[src/rtl/lsu_mem_ctrl_if.sv]
// Pipeline-side request/response bundle of the load/store controller.
interface lsu_mem_ctrl_if;
    logic        req_valid;
    logic        req_we;
    logic [1:0]  req_size;
    logic [31:0] req_addr;
    logic [31:0] req_wdata;
    logic        req_ready;
    logic        resp_valid;
    logic        resp_err;
    logic [31:0] resp_rdata;

    modport master (
        output req_valid, req_we, req_size, req_addr, req_wdata,
        input  req_ready, resp_valid, resp_err, resp_rdata
    );

    modport slave (
        input  req_valid, req_we, req_size, req_addr, req_wdata,
        output req_ready, resp_valid, resp_err, resp_rdata
    );
endinterface

[src/rtl/lsu_mem_ctrl.sv]
// Load/store controller: one request at a time into DMem or the local MMIO window.
// Latency err/MMIO 1, store DMEM_LAT+1, load DMEM_LAT+2 cycles; req_ready is low while busy.
module lsu_mem_ctrl #(
    parameter int          DMEM_LAT  = 2,
    parameter logic [31:0] MMIO_BASE = 32'hFFFF_FC00,
    parameter logic [31:0] LED_ADDR  = 32'hFFFF_FC60,
    parameter logic [31:0] SW_ADDR   = 32'hFFFF_FC70
) (
    input  logic               clk,
    input  logic               rst_n,
    lsu_mem_ctrl_if.slave      bus,
    output logic               MemRead,
    output logic               MemWrite,
    output logic [1:0]         load_type,
    output logic [31:0]        addr,
    output logic [31:0]        din,
    input  logic [31:0]        dout,
    input  logic [15:0]        sw_in,
    output logic [15:0]        led_out
);

    localparam logic [1:0] IDLE    = 2'd0;
    localparam logic [1:0] ACCESS  = 2'd1;
    localparam logic [1:0] CAPTURE = 2'd2;
    localparam logic [1:0] RESP    = 2'd3;

    localparam int CW = (DMEM_LAT > 2) ? $clog2(DMEM_LAT) : 1;

    logic [1:0]    state;
    logic [CW-1:0] cnt;
    logic          we_q;
    logic          resp_err;
    logic [31:0]   resp_rdata;
    logic [15:0]   sw_meta;
    logic [15:0]   sw_sync;
    logic          misaligned;
    logic          in_mmio;

    always_comb begin
        misaligned = (bus.req_size == 2'b11) ||
                     ((bus.req_size == 2'b00) && (bus.req_addr[1:0] != 2'b00)) ||
                     ((bus.req_size == 2'b01) && bus.req_addr[0]);
        in_mmio    = (bus.req_addr[31:10] == MMIO_BASE[31:10]);
    end

    // Strobes decode straight from state so an async reset drops them at once.
    assign MemRead        = ((state == ACCESS) && !we_q) || (state == CAPTURE);
    assign MemWrite       = (state == ACCESS) && we_q;
    assign bus.req_ready  = (state == IDLE);
    assign bus.resp_valid = (state == RESP);
    assign bus.resp_err   = resp_err;
    assign bus.resp_rdata = resp_rdata;

    always_ff @(posedge clk or negedge rst_n) begin
        if (!rst_n) begin
            state      <= IDLE;
            cnt        <= '0;
            we_q       <= 1'b0;
            resp_err   <= 1'b0;
            resp_rdata <= 32'd0;
            load_type  <= 2'd0;
            addr       <= 32'd0;
            din        <= 32'd0;
            led_out    <= 16'd0;
            sw_meta    <= 16'd0;
            sw_sync    <= 16'd0;
        end else begin
            sw_meta <= sw_in;
            sw_sync <= sw_meta;
            case (state)
                IDLE: begin
                    if (bus.req_valid) begin
                        we_q <= bus.req_we;
                        if (misaligned) begin
                            resp_err   <= 1'b1;
                            resp_rdata <= 32'd0;
                            state      <= RESP;
                        end else if (in_mmio) begin
                            resp_err   <= 1'b0;
                            resp_rdata <= (!bus.req_we && (bus.req_addr == SW_ADDR)) ?
                                          {16'd0, sw_sync} : 32'd0;
                            if (bus.req_we && (bus.req_addr == LED_ADDR))
                                led_out <= bus.req_wdata[15:0];
                            state <= RESP;
                        end else begin
                            addr      <= bus.req_addr;
                            din       <= bus.req_wdata;
                            load_type <= bus.req_size;
                            cnt       <= CW'(DMEM_LAT - 1);
                            state     <= ACCESS;
                        end
                    end
                end
                ACCESS: begin
                    if (cnt == '0) begin
                        if (we_q) begin
                            resp_err   <= 1'b0;
                            resp_rdata <= 32'd0;
                            state      <= RESP;
                        end else begin
                            state <= CAPTURE;
                        end
                    end else begin
                        cnt <= cnt - 1'b1;
                    end
                end
                CAPTURE: begin
                    // DMem registered its read data on a falling edge inside ACCESS.
                    resp_err   <= 1'b0;
                    resp_rdata <= dout;
                    state      <= RESP;
                end
                default: state <= IDLE;
            endcase
        end
    end

endmodule

[src/flat_wrapper.sv]
// flat-port wrapper written by rule: the top's interface ports become plain ports
module lsu_mem_ctrl_flat 
#(
    parameter int          DMEM_LAT  = 2,
    parameter logic [31:0] MMIO_BASE = 32'hFFFF_FC00,
    parameter logic [31:0] LED_ADDR  = 32'hFFFF_FC60,
    parameter logic [31:0] SW_ADDR   = 32'hFFFF_FC70
)
  (clk, rst_n, MemRead, MemWrite, load_type, addr, din, dout, sw_in, led_out, bus_req_valid, bus_req_we, bus_req_size, bus_req_addr, bus_req_wdata, bus_req_ready, bus_resp_valid, bus_resp_err, bus_resp_rdata);
  lsu_mem_ctrl_if bus_i ();
  input  logic clk;
  input  logic rst_n;
  output logic MemRead;
  output logic MemWrite;
  output logic [1:0] load_type;
  output logic [31:0] addr;
  output logic [31:0] din;
  input  logic [31:0] dout;
  input  logic [15:0] sw_in;
  output logic [15:0] led_out;
  input wire logic [$bits(bus_i.req_valid)-1:0] bus_req_valid;
  input wire logic [$bits(bus_i.req_we)-1:0] bus_req_we;
  input wire logic [$bits(bus_i.req_size)-1:0] bus_req_size;
  input wire logic [$bits(bus_i.req_addr)-1:0] bus_req_addr;
  input wire logic [$bits(bus_i.req_wdata)-1:0] bus_req_wdata;
  output wire logic [$bits(bus_i.req_ready)-1:0] bus_req_ready;
  output wire logic [$bits(bus_i.resp_valid)-1:0] bus_resp_valid;
  output wire logic [$bits(bus_i.resp_err)-1:0] bus_resp_err;
  output wire logic [$bits(bus_i.resp_rdata)-1:0] bus_resp_rdata;
  assign bus_i.req_valid = bus_req_valid;
  assign bus_i.req_we = bus_req_we;
  assign bus_i.req_size = bus_req_size;
  assign bus_i.req_addr = bus_req_addr;
  assign bus_i.req_wdata = bus_req_wdata;
  assign bus_req_ready = bus_i.req_ready;
  assign bus_resp_valid = bus_i.resp_valid;
  assign bus_resp_err = bus_i.resp_err;
  assign bus_resp_rdata = bus_i.resp_rdata;
  lsu_mem_ctrl #(.DMEM_LAT(DMEM_LAT), .MMIO_BASE(MMIO_BASE), .LED_ADDR(LED_ADDR), .SW_ADDR(SW_ADDR)) u_core (.clk(clk), .rst_n(rst_n), .bus(bus_i), .MemRead(MemRead), .MemWrite(MemWrite), .load_type(load_type), .addr(addr), .din(din), .dout(dout), .sw_in(sw_in), .led_out(led_out));
endmodule
[config.mk]
export PLATFORM = sky130hd
export DESIGN_NAME = lsu_mem_ctrl_flat
export DESIGN_NICKNAME = d
export VERILOG_FILES = /design/src/rtl/lsu_mem_ctrl_if.sv /design/src/rtl/lsu_mem_ctrl.sv /design/src/flat_wrapper.sv
export SDC_FILE = /design/constraint.sdc
export NUM_CORES = 1
export LEC_CHECK = 0
export CAP_MARGIN = 20
export CORE_MARGIN = 3
export CORE_UTILIZATION = 40
export DETAILED_ROUTE_END_ITERATION = 8
export PLACE_DENSITY = 0.8
export SLEW_MARGIN = 5
export SYNTH_ARGS = -nofsm -noshare
export SYNTH_HDL_FRONTEND = slang
export SYNTH_SLANG_ARGS = --single-unit
[constraint.sdc]
create_clock -name clk -period 3.4 [get_ports clk]
set_input_delay 0.85 -clock clk [delete_from_list [all_inputs] [get_ports clk]]
set_output_delay 0.85 -clock clk [all_outputs]
set_load 0.005 [all_outputs]
# Yosys cells after proc, flatten, opt, wreduce, memory -nomap -nowiden
# Cells that the tools add are included.
# op_classes
add_sub_neg	1
eq_ne	14
muxes	24
bitwise	2
reduce_logical	22
# ops
op	count
32-bit two-way mux	5
32-bit one-hot mux with 3 select lines	1
32-bit == test (second input constant)	2
22-bit == test (second input constant)	1
16-bit two-way mux	1
1-bit two-way mux	10
5-bit AND reduction	2
2-bit two-way mux	4
2-bit != test (second input constant)	4
4-bit AND reduction	2
2-bit == test (second input constant)	3
1-bit logical AND	6
2-bit one-hot mux with 3 select lines	1
2-bit by 1-bit == test with 1-bit output (second input constant)	2
2-bit zero test	2
2-bit AND reduction	2
2-bit nonzero test	2
1-bit logical OR	3
3-bit by 1-bit != test with 1-bit output (second input constant)	1
1-bit one-hot mux with 3 select lines	1
3-bit nonzero test	1
1-bit zero test	2
2-bit by 1-bit != test with 1-bit output (second input constant)	1
1-bit inverter	2
other kinds (2)	2
# word_totals
reg_bits	151
inputBits	118
output_inout_bits	119
wordCells	74

# Depth between registers and ports, before layout
# depth
word_depth	7
mapped_depth	10
ltp_nobuf	7

# Worst setup path after synthesis
# OpenSTA, ideal clock, no wires.
# synth_timing
kind	in2reg
start	input bus_req_addr[1]
end	register u_core.led_out[10]
setup_time_ps	125
arrival_ps	2283
required_time_ps	3275
path_slack_ps	992
path_stages	6
n_path_buf	1
path_cell_list	nor4b_2 > nand4_1 > nor4_4 > nand4_4 > buf_6 > mux2_4
# synth_via
elab_chain_len	6
word_cells_on_any_way	8
cone_classes	1 x eq/ne; 1 x bitwise; 6 x reduce/logical
# synth_rtl
element	line_no	rtl
start, declared	flat_wrapper.sv:24	input wire logic [$bits(bus_i.req_addr)-1:0] bus_req_addr;
parallel branches: the longest is 5 deep, another holds 32-bit == test	n/a	
5-bit AND reduction (no line) *	n/a	
end signal, assigned	lsu_mem_ctrl.sv:83	led_out <= bus.req_wdata[15:0];
end, declared	lsu_mem_ctrl.sv:19	output logic [15:0] led_out
# Mark *: on every way between the ends.
# A chain may end at the register's enable or synchronous reset.

# Final worst setup path
# layout_timing
start	register u_core.state[0]
end	output MemRead
# layout_via
elab_chain_len	3
word_cells_on_any_way	4
cone_classes	2 x eq/ne; 2 x reduce/logical
# layout_rtl
element	line_no	rtl
start, declared	lsu_mem_ctrl.sv:29	logic [1:0] state;
start signal, assigned	lsu_mem_ctrl.sv:56	state <= IDLE;
start signal, assigned	lsu_mem_ctrl.sv:77	state <= RESP;
start signal, assigned	lsu_mem_ctrl.sv:84	state <= RESP;
2-bit by 1-bit == test with 1-bit output	lsu_mem_ctrl.sv:47	assign MemRead = ((state == ACCESS) && !we_q) || (state == CAPTURE);
1-bit logical AND	lsu_mem_ctrl.sv:47	
1-bit logical OR *	lsu_mem_ctrl.sv:47	
end, declared	flat_wrapper.sv:13	output logic MemRead;
# Mark *: on every way between the ends. The rest lies on a longest branch, timed or not.

==> summary.md <==
| Metric | Value |
|---|---|
| Unrepaired setup endpoints after global routing | `no` |
| Reg clk slew, reported paths | `0.06 ns` |
| Pre-antenna DRT Iters | `4` |
| CP Launch Type | `register` |
| GRT overflow | `0` |
| Die X | `127 µm` |
| Mapped cell area | `0.00581 mm²` |
| Crit Path Max Fanout | `19` |
| ANT nets after route | `0` |
| Hold_buf cts | `0` |
| Max rail drop VDD | `377 µV` |
| Die area | `0.0160 mm²` |
| GPL Wtd Cong | `0.767` |
| IO Port Bufs | `236` |
| Critical Path AT | `2.09 ns` |
| Yosys Warn Count | `0` |
| Power, Total | `7.60 mW` |
| Setup ws final | `0.463 ns` |
| Mapped Cells | `408` |
| Min Tclk post-route | `2.94 ns` |
| DR vias/cell | `5.10` |
| Final Cell Area | `0.00897 mm²` |
| Crit Path Class | `reg2out` |
| Synth area leader | `dfrtp_1` |
| Worst Hold Slack | `0.347 ns` |
| First-pass GRT wire length | `24900 µm` |
| Chip Height | `127 µm` |
| Ant diodes | `0` |
| Core ar. | `0.0140 mm²` |
| Initial antenna violation count | `0` |
| CTS-repair resized insts | `0` |
| Area after DPL | `0.00841 mm²` |
| Status | `finished, final reports clean` |
| R2R depth | `7` |
| DRC | `0` |
| Layout area overhead | `54.4%` |
| DR WL/cell | `18.1 µm` |
| Number of global-route vias before repair | `4719` |
| Top cell type's share of synthesized area | `65.0%` |
| Final cycle utilization of the critical path | `86.4%` |
| Most frequent cells in the layout | `clkdlybuf4s50_1, dfrtp_1, mux2_2, o21ai_0, nand2_1` |
| Clock root buffer | `clkbuf_16` |
| EDFF count, synth | `0` |
| Crit end category | `output port` |
| Num rows | `43` |
| Layout Nets | `770` |
| Reg-to-reg slack, setup | `0.65 ns` |
| Post-synth top flop | `dfrtp_1` |
| WHS Path Cells | `0` |
| Pleak | `3.78 nW` |
| Final Hold Vio Count | `0` |
| Placed Cells | `809` |
| Distinct cells, synth | `35` |
| Clock Latency Late Sink | `0.42 ns` |
| Initial DRC Count | `209` |
| Fin cells | `841` |
| IO Count | `237` |
| Worst Hold Class | `reg2reg` |
| H-tree depth | `4` |
| Max Cap Viol | `0` |
| Setup tns final | `0 ns` |
| FFs w/ async S/R, synth | `100%` |
| Fraction of layout cells with a size suffix above 1 | `20.4%` |
| Max-slew violations | `0` |
| Vias | `4285` |
| Final Skew | `0.00779 ns` |
| Max clock buf depth | `2` |
| Setup repair bufs after CTS | `0` |
| Max_slew headroom | `49.1%` |
| Largest net degree at the start of global routing | `77` |
| Worst Tran Pin Value | `0.764 ns` |
| Top cells by area, synth | `dfrtp_1, mux2_2, mux2_4` |
| Multi-input logic area | `0.00192 mm²` |
| Detail Placement HPWL | `11300 µm` |
| CTS Buf Count | `17` |
| Most common cell after layout, fill and taps aside | `clkdlybuf4s50_1` |
| Post-layout util | `63.9%` |
| FF+latch area | `0.00378 mm²` |
| Clk sink count | `151` |
| Post-Synthesis Net Count | `530` |
| Final wirelength | `15200 µm` |
| CP required | `2.55 ns` |
| Post-Syn Area per Cell | `14.2 µm²` |
| CTS tree | `done` |
| Setup violators final | `0` |
| GR Util All Layers | `19.7%` |
| Fmax | `341 MHz` |
| Fillers | `1098` |
| Post-place setup slack | `0.143 ns` |
| Seq/Total Area, Yosys | `65.0%` |
| Synthesized flop and latch total | `151` |
| Starting Density | `41.4%` |
| Power Density | `846 mW/mm²` |
-- cells by family after synthesis --
kind of cell	Yosys count	share of synthesized area, %
AOI/OAI and AO/OA	74	8.35
adders and majority gates	4	0.861
buffers and inverters	29	2.30
DFF	151	65.0
muxes	84	16.9
and+or+nand+nor	66	6.53
-- report_power, final --
part           internal [mW]  switching, mW  leakage, nW
sequential              2.44          0.338         1.86
clock                   1.02          0.781        0.269
combinational           1.86           1.15         1.65
-- cell usage after synthesis (2+ instances only) --
library cell and number:
o31ai_1 2, buf_2 11, and2_1 2, nand2_1 21, o21ai_1 11, a21oi_1 2, buf_1 2, clkbuf_1 10
mux2_2 74, dfrtp_1 151, inv_1 4, a2bb2oi_1 16, nor2b_1 3, nand3_1 16, nor2_1 6, nor4_4 2
o21ai_0 23, mux2_4 10, nand4_1 6, ha_1 4, a211oi_1 18
-- critical path, stage by stage, from the launching register on --
cell	delay (ns)
dfrtp_1	0.41
inv_1	0.08
ha_1	0.20
buf_4	0.19
or2_2	0.32
clkdlybuf4s50_1	0.48
-- final timing paths --
check / endpoint / start
min in group asynchronous: u_core.sw_sync[14] / rst_n
worst min register to register: u_core.sw_sync[6] / u_core.sw_meta[6]
worst max register to register: u_core.bus.resp_rdata[20] / u_core.state[0]
worst max-delay path: MemRead / u_core.state[0]
max in group asynchronous: u_core.sw_meta[5] / rst_n
worst min-delay path: u_core.sw_sync[6] / u_core.sw_meta[6]
-- layer usage --
layer | track usage [%] | vias up | part of all wire (%)
met5 | 0 | - | 0
met2 | 33.0 | 178 | 51
met4 | 7.00 | 0 | 1.7
met1 | 23.2 | 2140 | 38
met3 | 7.49 | 20 | 8.7
li1 | - | 1947 | -
-- state kept, by name, indices dropped and copies added (netlist names), 2 cells and up --
register,flops
u_core.led_out,16
u_core.bus.resp_rdata,32
u_core.din,32
u_core.load_type,2
u_core.state,2
u_core.addr,32
u_core.sw_sync,16
u_core.sw_meta,16
-- cell type report --
type                       count  area share [%]
tap                          180            2.51
clock buffer                  17            4.74
sequential                   151            42.1
inverter                       4           0.167
clock inverter                15            1.59
multi-input combinational    228            21.4
timing repair buffer         246            27.5
Note: power is estimated with default switching activity, not from simulation.
==> RTL edit 1: new RTL, same flow settings <==
`DMEM_LAT` is set to 2 in 2 places; all go to 4. Comments in the files are not updated.
--- a/src/rtl/lsu_mem_ctrl.sv
+++ b/src/rtl/lsu_mem_ctrl.sv
@@ -2,5 +2,5 @@
 // Latency err/MMIO 1, store DMEM_LAT+1, load DMEM_LAT+2 cycles; req_ready is low while busy.
 module lsu_mem_ctrl #(
-    parameter int          DMEM_LAT  = 2,
+    parameter int          DMEM_LAT  = 4,
     parameter logic [31:0] MMIO_BASE = 32'hFFFF_FC00,
     parameter logic [31:0] LED_ADDR  = 32'hFFFF_FC60,
--- a/src/flat_wrapper.sv
+++ b/src/flat_wrapper.sv
@@ -2,5 +2,5 @@
 module lsu_mem_ctrl_flat 
 #(
-    parameter int          DMEM_LAT  = 2,
+    parameter int          DMEM_LAT  = 4,
     parameter logic [31:0] MMIO_BASE = 32'hFFFF_FC00,
     parameter logic [31:0] LED_ADDR  = 32'hFFFF_FC60,
Check against the original RTL: not equivalent (Yosys sat finds a counterexample within 4 cycles, from zero or initial values and one cycle with rst_n low).
==> RTL edit 1 against the unedited design <==
Register-to-register slack improved by 0.47 ns. Final cell count fell by 0.48%. Sequential cell count rose by 1. Synthesized area rose by 2.0%. Worst setup slack improved by 0.038 ns. Non-clock buffer count fell by 1. Final area rose by 1.7%. Clock skew fell by 0.00072 ns. Routed wire length rose by 0.85%. Power barely moved. Die area rose by 1.9%. Critical endpoint is now u_core.led_out[1]. Largest power group unchanged.
==> RTL edit 1: results (changes against the unedited design) <==
CTS
  – Root buffer cell: clkbuf_16
  – CTS H-tree depth: 4 (unchanged)

Timing
  – Final Hold Slack: 0.347 ns (-0.0000610 ns)
  – Clk_skew: 0.00708 ns (-0.000718 ns)
  – Final WS setup: 0.501 ns (+0.0378 ns)
  – Worst-Margin Slew: 0.723 ns (-0.0404 ns)

Final layout
  – Top flop regs: u_core.addr (32), u_core.bus.resp_rdata (32), u_core.din (32)
  – Nets: 768 (-0.26%)
  – Share of layout cells above drive strength 1: 21.8% (+1.3 points)

Synthesis
  – Top post-synthesis cells by area: dfrtp_1, mux2_2, a32o_1, mux2i_1, nand2_1
  – Sequential fraction of the synthesis area: 64.2% (-0.85 points)
  – Unique cell type count in the Yosys netlist: 34 (-2.9%)
  – Synth top cells by count: dfrtp_1, mux2_2, nand2_1, inv_1

Placed design
  – Dpl ws: 0.0763 ns (-0.0665 ns)
  – Post-detail-place hpwl: 10.9 mm (-2.8%)
  – Cells after DPL: 806 (-0.37%)
  – Gpl congestion: 0.782 (+2.0%)
  – DP Area: 8530 um^2 (+1.4%)

Detailed routing
  – DR pass1 iterations: 5 (+1)
  – Vias per cell: 5.02 (-1.5%)
  – DR iter-0 viols: 203 (-2.9%)

GRT
  – First-pass GRT wire length: 24.2 mm (-3.0%)
  – Vias in the first global route: 4,561 (-3.3%)
  – Largest net degree at the start of global routing: 79 (+2.6%)
  – GRT Total Usage: 19.0% (-0.66 points)

Critical path
  – Worst path slowest cell: nor4b_1
  – Worst r2r dst: u_core.led_out[1]
  – Crit Path Max Fanout: 16 (-3)
  – R2R setup slack: 1.12 ns (+0.47 ns)

Pwr
  – Worst VDD drop: 0.000479 V (+27%)
  – Internal power: 5.45 mW (+2.3%)
  – Clk power: 1.90 mW (+6%)
  – Leak: 3.93 nW (+3.9%)

Run status
  – Outcome: finished, final reports clean

Min path
  – Hold EP: u_core.sw_sync[3]
  – Hold path startpoint: u_core.sw_meta[3]
[RTL edit 1: cell count changes after synthesis, moves of 4 or more]
cell / unedited run / this run
o21ai_0: 23 / 0
mux2i_1: 0 / 16
a211oi_1: 18 / 0
a2bb2oi_1: 16 / 0
nand3_1: 16 / 1
o21ai_1: 11 / 0
a32o_1: 0 / 16
inv_1: 4 / 22
mux2_4: 10 / 0
clkbuf_1: 10 / 5
mux2_2: 74 / 99
a21oi_1: 2 / 6
buf_2: 11 / 6
[RTL edit 1: final cells by class]
cell class                      count  area [um^2]
Tap cell                          180          225
Clock inverter                     12          164
Clock buffer                       19          433
Timing Repair Buffer              245         2480
Fill cell                        1086         5080
Inverter                           22         82.6
Sequential cell                   152         3800
Multi-Input combinational cell    207         1930
[RTL edit 1: per-layer routing]
| metal | track usage, % | share of wire (%) |
|---|---|---|
| met5 | 0 | 0 |
| met4 | 6.99 | 2.0 |
| met3 | 7.71 | 10 |
| met2 | 31.0 | 49 |
| met1 | 22.8 | 39 |
[RTL edit 1: cells by family after synthesis]
family	count (synthesis)	synth area share, %
AO/OA/AOI/OAI	29	4.41
flip-flops	152	64.2
multiplexers	116	21.7
AND/OR/NAND/NOR	57	5.34
buffers and inverters	42	3.31
adder cells (fa/ha/maj)	5	1.06
[RTL edit 1: worst max-delay path by stage]
stage | start | end | cells past startpoint
floorplan | bus_req_addr[30] | u_core.bus.resp_rdata[12] | 6
CTS | bus_req_addr[1] | u_core.led_out[8] | 8
detailed placement | bus_req_addr[1] | u_core.led_out[1] | 8
global placement | bus_req_addr[1] | u_core.led_out[6] | 8
finish | bus_req_addr[1] | u_core.led_out[1] | 8
global route | bus_req_addr[1] | u_core.led_out[10] | 8
[RTL edit 1: critical path, delay by kind of cell]
kind	cells	cell delay, ns
buf+inv	3	0.82
mux	1	0.35
simple gates	4	1.16
==> RTL edit 2: new RTL, same flow settings <==
Made on the original files. Register the output `led_out` once more, with the module's reset; this adds one clock of latency there. The other outputs are not delayed to match.
--- a/src/rtl/lsu_mem_ctrl.sv
+++ b/src/rtl/lsu_mem_ctrl.sv
@@ -26,4 +26,6 @@
 
     localparam int CW = (DMEM_LAT > 2) ? $clog2(DMEM_LAT) : 1;
+
+    logic [15:0] led_s0;
 
     logic [1:0]    state;
@@ -62,5 +64,5 @@
             addr       <= 32'd0;
             din        <= 32'd0;
-            led_out    <= 16'd0;
+            led_s0     <= 16'd0;
             sw_meta    <= 16'd0;
             sw_sync    <= 16'd0;
@@ -81,5 +83,5 @@
                                           {16'd0, sw_sync} : 32'd0;
                             if (bus.req_we && (bus.req_addr == LED_ADDR))
-                                led_out <= bus.req_wdata[15:0];
+                                led_s0 <= bus.req_wdata[15:0];
                             state <= RESP;
                         end else begin
@@ -116,4 +118,12 @@
     end
 
+    always_ff @(posedge clk or negedge rst_n) begin
+        if (!rst_n) begin
+            led_out <= '0;
+        end else begin
+            led_out <= led_s0;
+        end
+    end
+
 endmodule
 
Behaviour: not the same (a bounded check fails within 4 cycles, from zero or initial values and one cycle with rst_n low).
==> RTL edit 2 against the unedited design <==
Synthesized area up 6.9%. Power up 5.0%. Worst setup slack better by 0.086 ns. Sequential cell count increased by 16. Sequential share of layout area grew 2.2 points. Register-to-register slack worse by 0.09 ns. Routed wire length grew 6.1%. Non-clock buffer count up 2. Final area is 5.1% higher.
==> RTL edit 2: results (changes against the unedited design) <==
Synthesis
  – Compound-gate portion of the synthesized area: 7.82% (-0.54 points)
  – Top post-synthesis cells by area: dfrtp_1, mux2_2, mux2_4, a2bb2oi_1, a211oi_1
  – Mapped Cells: 424 (+3.9%)
  – Multiplexer share of the synthesized area: 15.8% (-1.1 points)
  – Synth Area in Adders: 0.806% (-0.056 points)
  – Syn_nets: 546 (+3.0%)

Timing
  – Slew margin rel.: 46.0% (-3.1 points)

Detailed routing
  – Routed wl met2: 7.82 mm (about the same)
  – Drt total wl: 16.2 mm (+6.1%)
  – DR vias: 4,377 (+2.1%)
  – DR iter-0 viols: 205 (-1.9%)
  – Met3 routed WL: 1.70 mm (+28%)

Final layout
  – Final non-clock buffer share: 26.3% (-1.2 points)
  – Fin util: 63.4% (-0.46 points)
  – Share of layout cells above drive strength 1: 19.8% (-0.60 points)
  – Register Area: 4180 um^2 (+11%)
  – Fin cells: 860 (+2.3%)
  – Nets: 788 (+2.3%)
  – Filler cells: 1,092 (-0.55%)

Run status
  – Outcome: finished, final reports clean

Pwr
  – Worst VDD drop: 0.000383 V (+1.4%)
  – Leak: 4.04 nW (+6.7%)

GRT
  – Met3 Track Usage GR: 9.31% (+1.8 points)
  – Vias in the first global route: 4,756 (+0.78%)
  – Met2 usage: 31.4% (-1.7 points)

Placed design
  – Post-detail-place hpwl: 11.9 mm (+5.9%)
  – Dpl ws: 0.132 ns (-0.0110 ns)

Floorplan
  – Die span in x: 131 um (+3.2%)

CTS
  – Sink Count: 167 (+11%)
## RTL edit 2: power by group through the flow
| stage | registers, mW | clock network (mW) | logic [mW] |
|---|---|---|---|
| 3_5_place_dp | 3.00 | 0 | 3.06 |
| 3_3_place_gp | 2.96 | 0 | 2.97 |
| 4_1_cts | 2.98 | 2.02 | 3.08 |
| 2_1_floorplan | 3.01 | 0 | 1.25 |
| 5_1_grt | 3.05 | 2.11 | 3.28 |
| 6_report | 2.97 | 1.98 | 3.03 |
## RTL edit 2: final timing paths
check,from,end,slack [ns],depth (start not counted)
max,u_core.state[1],MemRead,0.55,5
min,u_core.sw_meta[8],u_core.sw_sync[8],0.35,0
max reg2reg,u_core.state[0],u_core.bus.resp_rdata[18],0.56,7
min reg2reg,u_core.sw_meta[8],u_core.sw_sync[8],0.35,0
max in group asynchronous,rst_n,u_core.din[26],2.11,2
min in group asynchronous,rst_n,u_core.addr[18],0.46,1
